File: src/rtl/mux4_rr_arbiter_pkg.sv
// Shared definitions for the four-source round-robin packet arbiter.
package mux4_rr_arbiter_pkg;

  localparam int NUM_SRC = 4;
  localparam int SEL_W   = 2;

  // IDLE arbitrates; BUSY passes the granted source through until its last beat.
  typedef enum logic {
    ST_IDLE = 1'b0,
    ST_BUSY = 1'b1
  } state_t;

endpackage

File: src/rtl/mux4_rr_arbiter_ymux4to1.sv
// Plain 4:1 data multiplexer. The arbiter owns the select.
module yMux4to1 #(
  parameter int SIZE = 32
) (
  output logic [SIZE-1:0] z,
  input  logic [SIZE-1:0] a0,
  input  logic [SIZE-1:0] a1,
  input  logic [SIZE-1:0] a2,
  input  logic [SIZE-1:0] a3,
  input  logic [1:0]      c
);

  // Route the selected source to the output.
  always_comb begin
    case (c)
      2'd0:    z = a0;
      2'd1:    z = a1;
      2'd2:    z = a2;
      default: z = a3;
    endcase
  end

endmodule

File: src/rtl/mux4_rr_arbiter.sv
// Round-robin arbiter sharing one output channel between four packet sources.
// A grant is held from the first beat until the granted source's last beat,
// then one IDLE cycle re-arbitrates starting after the last-served source.
//
// Handshake: a beat transfers on a rising edge where valid and ready are
// both high. The granted source sees out_ready directly as its in_ready, and
// the consumer sees the granted source's in_valid/in_last directly. Sources
// hold data and last stable while valid is high and ready is low.
//
// busy mirrors the FSM state (1 = ST_BUSY) so checkers can observe it.
module mux4_rr_arbiter
  import mux4_rr_arbiter_pkg::*;
#(
  parameter int SIZE = 32
) (
  input  logic                   clk,
  input  logic                   rst,
  input  logic [NUM_SRC-1:0]     in_valid,
  input  logic [NUM_SRC-1:0]     in_last,
  output logic [NUM_SRC-1:0]     in_ready,
  input  logic [SIZE-1:0]        a0,
  input  logic [SIZE-1:0]        a1,
  input  logic [SIZE-1:0]        a2,
  input  logic [SIZE-1:0]        a3,
  output logic [SIZE-1:0]        z,
  output logic                   out_valid,
  output logic                   out_last,
  input  logic                   out_ready,
  output logic [SEL_W-1:0]       sel,
  output logic                   busy
);

  state_t            state_q, state_d;
  logic [SEL_W-1:0]  sel_q, sel_d;
  logic [SEL_W-1:0]  ptr_q, ptr_d;

  // First requester scanning ptr+1, ptr+2, ptr+3, ptr (mod 4); the last
  // served source is checked last so it gets lowest priority.
  function automatic logic [SEL_W-1:0] rr_pick(input logic [NUM_SRC-1:0] req,
                                               input logic [SEL_W-1:0]   ptr);
    logic [SEL_W-1:0] idx;
    logic             found;
    rr_pick = ptr;
    found   = 1'b0;
    for (int i = 1; i <= NUM_SRC; i++) begin
      idx = ptr + SEL_W'(i);
      if (!found && req[idx]) begin
        rr_pick = idx;
        found   = 1'b1;
      end
    end
  endfunction

  // State, grant and priority pointer; reset abandons any grant at once.
  always_ff @(posedge clk or posedge rst) begin
    if (rst) begin
      state_q <= ST_IDLE;
      sel_q   <= '0;
      ptr_q   <= SEL_W'(NUM_SRC - 1);
    end else begin
      state_q <= state_d;
      sel_q   <= sel_d;
      ptr_q   <= ptr_d;
    end
  end

  // Next-state and handshake routing.
  always_comb begin
    state_d   = state_q;
    sel_d     = sel_q;
    ptr_d     = ptr_q;
    in_ready  = '0;
    out_valid = 1'b0;
    out_last  = 1'b0;
    case (state_q)
      ST_IDLE: begin
        if (|in_valid) begin
          sel_d   = rr_pick(in_valid, ptr_q);
          state_d = ST_BUSY;
        end
      end
      ST_BUSY: begin
        out_valid       = in_valid[sel_q];
        out_last        = in_last[sel_q];
        in_ready[sel_q] = out_ready;
        if (out_valid && out_ready && out_last) begin
          state_d = ST_IDLE;
          ptr_d   = sel_q;
        end
      end
      default: state_d = ST_IDLE;
    endcase
  end

  assign sel  = sel_q;
  assign busy = (state_q == ST_BUSY);

  yMux4to1 #(.SIZE(SIZE)) u_mux (
    .z  (z),
    .a0 (a0),
    .a1 (a1),
    .a2 (a2),
    .a3 (a3),
    .c  (sel_q)
  );

endmodule
File: config.mk
export PLATFORM = sky130hd
export DESIGN_NAME = mux4_rr_arbiter
export DESIGN_NICKNAME = d
export VERILOG_FILES = /design/src/rtl/mux4_rr_arbiter_pkg.sv /design/src/rtl/mux4_rr_arbiter_ymux4to1.sv /design/src/rtl/mux4_rr_arbiter.sv
export SDC_FILE = /design/constraint.sdc
export NUM_CORES = 1
export LEC_CHECK = 0
export ABC_CLOCK_PERIOD_IN_PS = 1600
export CORE_MARGIN = 2
export CORE_UTILIZATION = 21
export DETAILED_ROUTE_END_ITERATION = 16
export GPL_TIMING_DRIVEN = 1
export PLACE_DENSITY = 0.89
export SLEW_MARGIN = 20
export SYNTH_ARGS = -nofsm -noshare
export SYNTH_HDL_FRONTEND = slang
export SYNTH_SLANG_ARGS = --single-unit
File: constraint.sdc
create_clock -name clk -period 1.6 [get_ports clk]
set_input_delay 0.32 -clock clk [delete_from_list [all_inputs] [get_ports clk]]
set_output_delay 0.32 -clock clk [all_outputs]
set_load 0.02 [all_outputs]
==> results of run 1 <==
-- critical path, delay by kind of cell, from the launching register on --
| family | cells | cell delay, ns |
|---|---|---|
| muxes | 1 | 0.50 |
| DFF | 1 | 0.41 |
| buffers and inverters | 2 | 0.29 |
| and+or+nand+nor | 1 | 0.17 |
-- routing by layer --
metal  wire length [um]  vias to the layer above  share of wire
met5                  0                        -              0
met4                238                        0          0.033
met3                597                       18          0.083
met2               3920                       95           0.55
met1               2400                      868           0.34
li1                   -                      789              -
-- how the worst max path moves through the flow --
| stage | start | end | slack (ns) | depth (start not counted) |
|---|---|---|---|---|
| 2_1_floorplan | sel[0] | z[10] | -0.06 | 3 |
| 3_3_place_gp | in_valid[3] | out_valid | -0.63 | 4 |
| 3_5_place_dp | in_valid[3] | out_valid | -0.66 | 4 |
| 4_1_cts | sel[0] | z[12] | -0.32 | 3 |
| 5_1_grt | sel[0] | out_last | -0.37 | 4 |
| 6_report | sel[0] | out_last | -0.33 | 4 |
-- what timing repair did --
| action | in CTS | in global routing |
|---|---|---|
| gates resized for setup | 199 | 40 |
| setup endpoints to repair | 44 | 44 |
| pin swaps | 1 | 5 |
| gates cloned | 2 | 1 |
| setup buffers | 6 | 3 |
| hold endpoints to repair | 0 | 0 |
-- cells in the mapped netlist (2+ instances only) --
cell type and count:
nor3_1 2, nand3_1 2, nor2_1 3, mux4_2 34, and2_1 2, buf_6 2
buf_4 3, dfstp_2 2, o22ai_1 2, o21ai_1 2, nand2_1 4, buf_2 4
a21oi_1 2, dfrtp_1 3, inv_1 6
-- state kept, by name (all words and copies together), names as in the netlist --
signal / flops
ptr_q: 2
sel: 2
busy: 1
-- power groups by stage --
stage          clock network, uW  logic, uW  registers [uW]
2_1_floorplan                  0       2320             288
3_3_place_gp                   0       3930             312
3_5_place_dp                   0       3980             315
4_1_cts                      239       4250             306
5_1_grt                      246       4660             331
6_report                     241       4450             314
-- layout make-up --
class,instances,area share
repair buffers,208,0.610
inverters,6,0.00729
flip-flops and latches,5,0.0379
clock buffers,4,0.0131
well taps,72,0.0262
multi-input cells,66,0.306
-- cells by family (layout without fill, tap and decap cells) --
group                  after synthesis  in the layout  share of synthesized area
multiplexers                        36             36                      0.662
AND/OR/NAND/NOR                     18             18                     0.0828
flip-flops                           5              5                      0.107
AO/OA/AOI/OAI                       12             12                     0.0713
buffers and inverters               16            218                     0.0765
-- metrics by stage --
| stage | hold slack (ns) | setup TNS (ns) |
|---|---|---|
| 6_report | 0.310 | -9.61 |
| 5_1_grt | 0.333 | -11.43 |
| 4_1_cts | 0.312 | -9.98 |
| 3_3_place_gp | 0.496 | -18.32 |
| 3_5_place_dp | 0.517 | -19.04 |
| 2_1_floorplan | 0.0970 | -1.54 |
==> metrics.csv, run 1 <==
stage,metric,value,unit
power_and_ir_drop,sequential power share,0.063,
flow_run,Max-Cap Viols,0,
cts,H-tree depth,1,
power_and_ir_drop,Switch Pwr,2090,uW
cts,clock slew at reported path FFs,0.04,ns
timing,worst setup margin,-0.327,ns
detailed_routing,WL per Instance,19.8,um
power_and_ir_drop,P_leak,0.00136,uW
detailed_routing,total number of vias,1770,
yosys,main flop type after synthesis,dfrtp_1,
placement,Final Wtd Congestion,0.829,
die,Die Y,79.4,um
die,# rows,27,
yosys,Synth Warn #,0,
cts,CTS Buf Count,3,
timing,relative slew slack,0.837,
detailed_routing,Post-Route WL,7160,um
status,status,"finished, violations left",
cts,Hold Buf Count CTS,0,
setup_path,CP peak stage delay,0.50,ns
final_layout,Nets,429,
timing,Tmin final,1.93,ns
final_layout,fill cell count,452,
power_and_ir_drop,pwr dens,1460,mW/mm^2
final_layout,"commonest non-fill, non-tap cell in the layout",clkdlybuf4s50_1,
yosys,fraction of registers with async set/reset,1.00,
power_and_ir_drop,Total Power Consumption,5010,uW
global_route,pin count of the biggest net entering global routing,18,
worst_hold_path,worst hold path class,in -> async,
setup_path,crit path max fanout,5,
timing,f_max,519,MHz
yosys,cells after synthesis,87,
global_route,Congestion Overflow GR,0,
die,initial core utilization,0.217,
yosys,"flops & latches, synth",5,
setup_path,Critical Path RT,1.28,ns
placement,Inst Count DP,347,
power_and_ir_drop,peak supply drop,0.807,mV
detailed_routing,Vias/cell,4.90,
setup_path,Worst Reg2Reg Path Length in Cells,7,
power_and_ir_drop,Logic pwr share,0.889,
detailed_routing,Pre-antenna DRT Iters,4,
setup_path,crit path cell chain,buf_4 -> mux4_2 -> and2_1 -> buf_2,
die,CORE AREA,0.00551,mm^2
yosys,register area share after synthesis,0.107,
setup_path,Worst R2R Start,sel[0],
global_route,All-Layer GR Usage,0.212,
timing,RSZ-0062 raised after global routing,true,
final_layout,area grow syn2layout,188,%
yosys,number of enable flip-flop cells after synthesis,0,
global_route,grt met2 use,0.408,
setup_path,critical path endpoint category,output port,
yosys,Synth cell types,29,
cts,TritonCTS clock tree,built,
setup_path,CP startpoint kind,register,
timing,Final Setup Violations,39,
yosys,post-synth net total,226,
final_layout,most frequent cells in the layout,"clkdlybuf4s50_1 (136), mux4_2 (34), buf_6 (34), buf_4 (19), buf_2 (9)",
yosys,largest area contributor in the netlist,mux4_2,
detailed_routing,initial drt markers,49,
power_and_ir_drop,P_int,2920,uW
cts,clock sink total,5,
timing,Layout Skew,0.000934,ns
final_layout,Util after Layout,0.623,
yosys,synth top area cells,"mux4_2 (64%), dfrtp_1 (6.3%), dfstp_2 (4.4%), buf_4 (1.9%), buf_6 (1.9%)",
cts,clk buf depth,2,
die,die span in x,79.4,um
final_layout,ratio of cells with drive above 1 in the final layout,0.426,
final_layout,footprint of the multi-input gates,0.00105,mm^2
die,# IOs,180,
placement,DP Area,0.00320,mm^2
global_route,met1 GRT Util,0.215,
timing,Tcrit/Tclk final,1.20,
detailed_routing,DRT antenna net count,0,
timing,fin. max-slew vios,0,
placement,Post-DP HPWL,5810,um
placement,Placement Setup Slack,-0.656,ns
placement,Port-buffer cells,179,
global_route,first-pass GRT wire length,10100,um
setup_path,CP arrival,1.61,ns
timing,"Hold Vio Cnt, Final",0,
detailed_routing,residual DRC count,0,
final_layout,"Non-Filler Cell Area, Final",0.00343,mm^2
setup_path,"setup slack, reg-to-reg",-0.18,ns
power_and_ir_drop,Sw Share,0.417,
setup_path,CP Class,reg -> out,
global_route,initial antenna violation count,0,
global_route,met3 global-route usage,0.0566,
global_route,global routing's busiest layer,met2,
setup_path,CP max stage cell,mux4_2,
die,DIE AREA,0.00630,mm^2
final_layout,register area,130,um^2
final_layout,non-filler instance count after layout,361,
cts,Clock Latency Late Sink,0.22,ns
final_layout,antenna cell count,0,
power_and_ir_drop,Clk network pwr share,0.048,
yosys,top cell type's share of synthesized area,0.642,
global_route,vias in the first global route,1977,
yosys,synthesized area,0.00119,mm^2
status,failing checks,setup timing,
timing,Slew @ Worst Pin,0.242,ns
setup_path,reg-to-reg endpoint,ptr_q[0],
yosys,syn_area_per_cell,13.7,um^2
cts,Root Driver,clkbuf_8,
Power figures use the tool's default switching activity.
==> run 2: changes to the inputs <==
--- a/config.mk
+++ b/config.mk
@@ -9,8 +9,9 @@
 export CORE_MARGIN = 2
 export CORE_UTILIZATION = 21
 export DETAILED_ROUTE_END_ITERATION = 16
+export GPL_ROUTABILITY_DRIVEN = 1
 export GPL_TIMING_DRIVEN = 1
-export PLACE_DENSITY = 0.89
+export PLACE_DENSITY = 0.78
 export SLEW_MARGIN = 20
 export SYNTH_ARGS = -nofsm -noshare
 export SYNTH_HDL_FRONTEND = slang
==> run 2 against run 1 <==
Effect of this change: the flow still finishes with violations (setup timing); sequential share of layout area shrank 0.21 points; final cell count grew 1.1%; largest power group unchanged; register-to-register slack better by 0.12 ns; critical path depth did not move; maximum frequency grew 1.8%; first-iteration DRC count fell by 33%; non-clock buffer count up 4; critical endpoint is now z[11]; clock skew is essentially flat; largest cell class unchanged; die area stayed put; power is 10% higher; clock power shrank 6%.
==> metrics.csv, run 2 (same netlist as run 1, synthesis figures left out) <==
stage,metric,value,unit
timing,"Hold Vio Cnt, Final",0,
power_and_ir_drop,pwr dens,1530,mW/mm^2
timing,fin. max-slew vios,0,
cts,clock sink total,5,
cts,CTS Buf Count,3,
final_layout,area grow syn2layout,201,%
detailed_routing,WL per Instance,20.3,um
status,failing checks,setup timing,
final_layout,Nets,433,
placement,Port-buffer cells,179,
global_route,Congestion Overflow GR,0,
die,# IOs,180,
detailed_routing,Vias/cell,4.84,
setup_path,Critical Path RT,1.28,ns
timing,Layout Skew,0.000475,ns
detailed_routing,initial drt markers,33,
detailed_routing,DR WL met2,3970,um
cts,Hold Buf Count CTS,0,
cts,Root Driver,clkbuf_8,
final_layout,"commonest non-fill, non-tap cell in the layout",clkdlybuf4s50_1,
detailed_routing,max layer used,met4,
global_route,pin count of the biggest net entering global routing,13,
final_layout,most frequent cells in the layout,"clkdlybuf4s50_1 (135), buf_6 (39), mux4_2 (34), buf_4 (16), buf_12 (8)",
die,die span in x,79.4,um
cts,clk buf depth,2,
die,DIE AREA,0.00630,mm^2
timing,Final Setup Violations,35,
timing,Tcrit/Tclk final,1.18,
timing,f_max,528,MHz
cts,TritonCTS clock tree,built,
setup_path,critical path endpoint category,output port,
timing,Tmin final,1.89,ns
die,Die Y,79.4,um
timing,worst setup margin,-0.293,ns
setup_path,crit path max fanout,4,
detailed_routing,total number of vias,1767,
detailed_routing,Post-Route WL,7420,um
cts,clock slew at reported path FFs,0.03,ns
final_layout,Util after Layout,0.653,
cts,Clock Latency Late Sink,0.22,ns
power_and_ir_drop,peak supply drop,0.725,mV
detailed_routing,DRT antenna net count,0,
setup_path,CP arrival,1.57,ns
detailed_routing,Pre-antenna DRT Iters,4,
die,initial core utilization,0.217,
global_route,initial antenna violation count,0,
placement,Post-DP HPWL,6170,um
setup_path,CP startpoint kind,register,
power_and_ir_drop,Total Power Consumption,5510,uW
timing,relative slew slack,0.828,
placement,Placement Setup Slack,-0.691,ns
final_layout,footprint of the multi-input gates,0.00105,mm^2
detailed_routing,residual DRC count,0,
final_layout,fill cell count,417,
flow_run,Max-Cap Viols,0,
global_route,vias in the first global route,1895,
setup_path,CP Class,reg -> out,
timing,Slew @ Worst Pin,0.258,ns
cts,H-tree depth,1,
power_and_ir_drop,P_leak,0.00144,uW
global_route,first-pass GRT wire length,10600,um
global_route,All-Layer GR Usage,0.227,
timing,RSZ-0062 raised after global routing,true,
timing,hold slack,0.327,ns
detailed_routing,routed length on met1,2630,um
final_layout,register area,129,um^2
final_layout,ratio of cells with drive above 1 in the final layout,0.437,
die,# rows,27,
die,CORE AREA,0.00551,mm^2
placement,Final Wtd Congestion,0.907,
detailed_routing,WL met3,714,um
worst_hold_path,worst hold path class,in -> async,
status,status,"finished, violations left",
final_layout,antenna cell count,0,
==> run 2: cell count changes in the layout (fill, tap and decap cells not counted), sizes merged <==
cell | before | now
clkdlybuf4s50 | 136 | 135
clkbuf | 6 | 7
buf | 66 | 69
dlymetal6s2s | 2 | 3
==> run 2: worst paths after layout <==
check	end	from	slack (ns)	cells past startpoint
min in group clk	ptr_q[1]	ptr_q[1]	0.53	2
worst min register to register	ptr_q[1]	ptr_q[1]	0.53	2
max in group asynchronous	ptr_q[1]	rst	1.03	2
worst min-delay path	busy	rst	0.33	2
worst max-delay path	z[11]	sel[0]	-0.29	4
worst max register to register	ptr_q[0]	sel[1]	-0.06	5
==> run 2: area by class of cell <==
class                   instances  area share
clock buffers                   4      0.0125
well taps                      72      0.0250
inverters                       6     0.00626
repair buffers                212       0.630
flip-flops and latches          5      0.0358
multi-input cells              66       0.291
==> run 2: routing by layer <==
metal	vias up	track usage
met5	-	0
met4	0	0.0603
met3	8	0.0758
met2	86	0.420
met1	875	0.247
li1	798	-
==> run 2: worst max-delay path, stage by stage, from the launching register on <==
cell and delay, ns:
dfrtp_2 0.42, buf_12 0.14, clkbuf_16 0.14, mux4_2 0.50
buf_6 0.15
==> run 2: per-stage QoR <==
| step | cell area, um^2 | std cells | setup TNS [ns] |
|---|---|---|---|
| 6_report | 3600 | 365 | -9.52 |
| 5_1_grt | 3600 | 365 | -11.17 |
| 4_1_cts | 3380 | 362 | -9.68 |
| 3_5_place_dp | 3230 | 348 | -19.08 |
| 3_3_place_gp | 3230 | 348 | -18.80 |
| 2_1_floorplan | 1240 | 87 | -1.54 |
==> run 2: report_power, final <==
part           leakage (uW)  switching, uW  total, uW  internal, uW
Sequential        0.0000539            109        312           203
Clock             0.0000228           56.8        227           171
Combinational       0.00136           2020       4970          2950
==> run 2: what timing repair did <==
item                       4_1_cts  5_1_grt
gates resized for setup        199       54
gates cloned                     3        2
buffers inserted                 7        4
hold endpoints to repair         0        0
setup endpoints to repair       44       45
pin swaps                        2        3
==> run 3: changes to the inputs <==
--- a/config.mk
+++ b/config.mk
@@ -12,7 +12,7 @@
 export GPL_ROUTABILITY_DRIVEN = 1
 export GPL_TIMING_DRIVEN = 1
 export PLACE_DENSITY = 0.78
-export SLEW_MARGIN = 20
+export RECOVER_POWER = 50
 export SYNTH_ARGS = -nofsm -noshare
 export SYNTH_HDL_FRONTEND = slang
 export SYNTH_SLANG_ARGS = --single-unit
==> run 3 against run 2 <==
Effect of this change: the run still ends with setup timing left; sequential power hardly changed; clock power about the same; flip-flop and latch count did not move; combinational power about the same; sequential share of layout area unchanged; hold slack gained 0.13 ns; global-route usage unchanged; non-clock buffer count unchanged; critical path type unchanged; largest power group unchanged; worst setup slack unchanged; wire length unchanged; via count stayed put; register-to-register slack about the same.
==> metrics.csv, run 3 (same netlist as run 1, synthesis figures left out) <==
stage,metric,value,unit
setup_path,"setup slack, reg-to-reg",-0.06,ns
setup_path,CP arrival,1.57,ns
setup_path,Worst Reg2Reg Path Length in Cells,5,
timing,"Hold Vio Cnt, Final",0,
detailed_routing,DRT antenna net count,0,
timing,relative slew slack,0.828,
cts,Clock Latency Late Sink,0.22,ns
placement,Post-DP HPWL,6170,um
die,DIE AREA,0.00630,mm^2
global_route,Congestion Overflow GR,0,
placement,Inst Count DP,348,
global_route,All-Layer GR Usage,0.227,
global_route,pin count of the biggest net entering global routing,13,
die,CORE AREA,0.00551,mm^2
final_layout,Util after Layout,0.653,
timing,Tcrit/Tclk final,1.18,
setup_path,reg-to-reg endpoint,ptr_q[0],
placement,Final Wtd Congestion,0.907,
detailed_routing,Post-Route WL,7420,um
setup_path,Critical Path RT,1.28,ns
detailed_routing,Pre-antenna DRT Iters,4,
setup_path,CP Class,reg -> out,
timing,RSZ-0062 raised after global routing,true,
final_layout,non-filler instance count after layout,365,
global_route,vias in the first global route,1895,
cts,clk buf depth,2,
cts,Root Driver,clkbuf_8,
placement,Port-buffer cells,179,
final_layout,"commonest non-fill, non-tap cell in the layout",clkdlybuf4s50_1,
detailed_routing,residual DRC count,0,
final_layout,"Non-Filler Cell Area, Final",0.00360,mm^2
cts,clock slew at reported path FFs,0.03,ns
power_and_ir_drop,peak supply drop,0.722,mV
die,# IOs,180,
worst_hold_path,worst hold path class,in -> async,
cts,TritonCTS clock tree,built,
final_layout,antenna cell count,0,
final_layout,area grow syn2layout,201,%
timing,Setup Total Neg Slack,-9.52,ns
timing,Final Setup Violations,35,
timing,Tmin final,1.89,ns
status,failing checks,setup timing,
power_and_ir_drop,Total Power Consumption,5510,uW
cts,H-tree depth,1,
timing,fin. max-slew vios,0,
setup_path,Worst R2R Start,sel[1],
die,initial core utilization,0.217,
detailed_routing,total number of vias,1767,
final_layout,ratio of cells with drive above 1 in the final layout,0.437,
final_layout,Nets,433,
die,die span in x,79.4,um
global_route,initial antenna violation count,0,
timing,Slew @ Worst Pin,0.258,ns
detailed_routing,initial drt markers,33,
die,Die Y,79.4,um
die,# rows,27,
global_route,first-pass GRT wire length,10600,um
flow_run,Max-Cap Viols,0,
setup_path,critical path endpoint category,output port,
placement,DP Area,0.00323,mm^2
final_layout,most frequent cells in the layout,"clkdlybuf4s50_1 (134), buf_6 (39), mux4_2 (34), buf_4 (16), buf_12 (8)",
power_and_ir_drop,pwr dens,1530,mW/mm^2
timing,Layout Skew,0.000475,ns
power_and_ir_drop,P_leak,0.00144,uW
status,status,"finished, violations left",
cts,Hold Buf Count CTS,0,
cts,CTS Buf Count,3,
timing,f_max,528,MHz
detailed_routing,WL per Instance,20.3,um
detailed_routing,Vias/cell,4.84,
timing,worst setup margin,-0.293,ns
setup_path,CP startpoint kind,register,
cts,clock sink total,5,
setup_path,crit path max fanout,4,
[run 3: changes by cell type in the layout (fill, tap and decap cells not counted), sizes merged]
cell	delta
clkdlybuf4s50	-1
dlygate4sd3	+1
[run 3: what timing repair did]
action / 4_1_cts / 5_1_grt
cloned: 3 / 2
endpoints found under the hold margin: 0 / 0
gates resized for setup: 199 / 54
endpoints found under the setup margin: 44 / 45
setup buffers: 7 / 4
pin swaps: 2 / 3
[run 3: worst max-delay path by stage]
stage | start | to | depth (start not counted)
CTS | sel[0] | z[5] | 4
global route | sel[0] | z[16] | 4
finish | sel[0] | z[11] | 4
detailed placement | in_valid[1] | out_valid | 4
global placement | in_valid[3] | out_valid | 4
floorplan | sel[0] | z[10] | 3
[run 3: cell type report]
class | count | area [um^2]
Fill cell | 417 | 1910
Multi-Input combinational cell | 66 | 1050
Clock buffer | 4 | 45.0
Tap cell | 72 | 90.1
Sequential cell | 5 | 129
Timing Repair Buffer | 212 | 2270
Inverter | 6 | 22.5
[run 3: per-stage QoR]
stage / hold slack (ns) / setup slack [ns]
after global placement: 0.505 / -0.681
after CTS: 0.330 / -0.326
after global routing: 0.488 / -0.339
after floorplan: 0.0970 / -0.0630
after detailed placement: 0.525 / -0.691
final: 0.461 / -0.293
[run 3: routing by layer]
| metal | vias up | track usage | wire (um) |
|---|---|---|---|
| met3 | 8 | 0.0758 | 714 |
| met4 | 0 | 0.0603 | 112 |
| li1 | 798 | - | - |
| met1 | 875 | 0.247 | 2630 |
| met5 | - | 0 | 0 |
| met2 | 86 | 0.420 | 3970 |
[run 3: critical path: stages, from the launching register on]
cell and delay (ns):
dfrtp_2 0.42, buf_12 0.14, clkbuf_16 0.14, mux4_2 0.50, buf_6 0.15
[run 3: power by group]
group	internal [uW]	switching [uW]	total (uW)	leakage, uW
combinational	2950	2020	4970	0.00136
sequential	203	109	312	0.0000539
clock	171	56.8	227	0.0000228
total	3330	2180	5510	0.00144
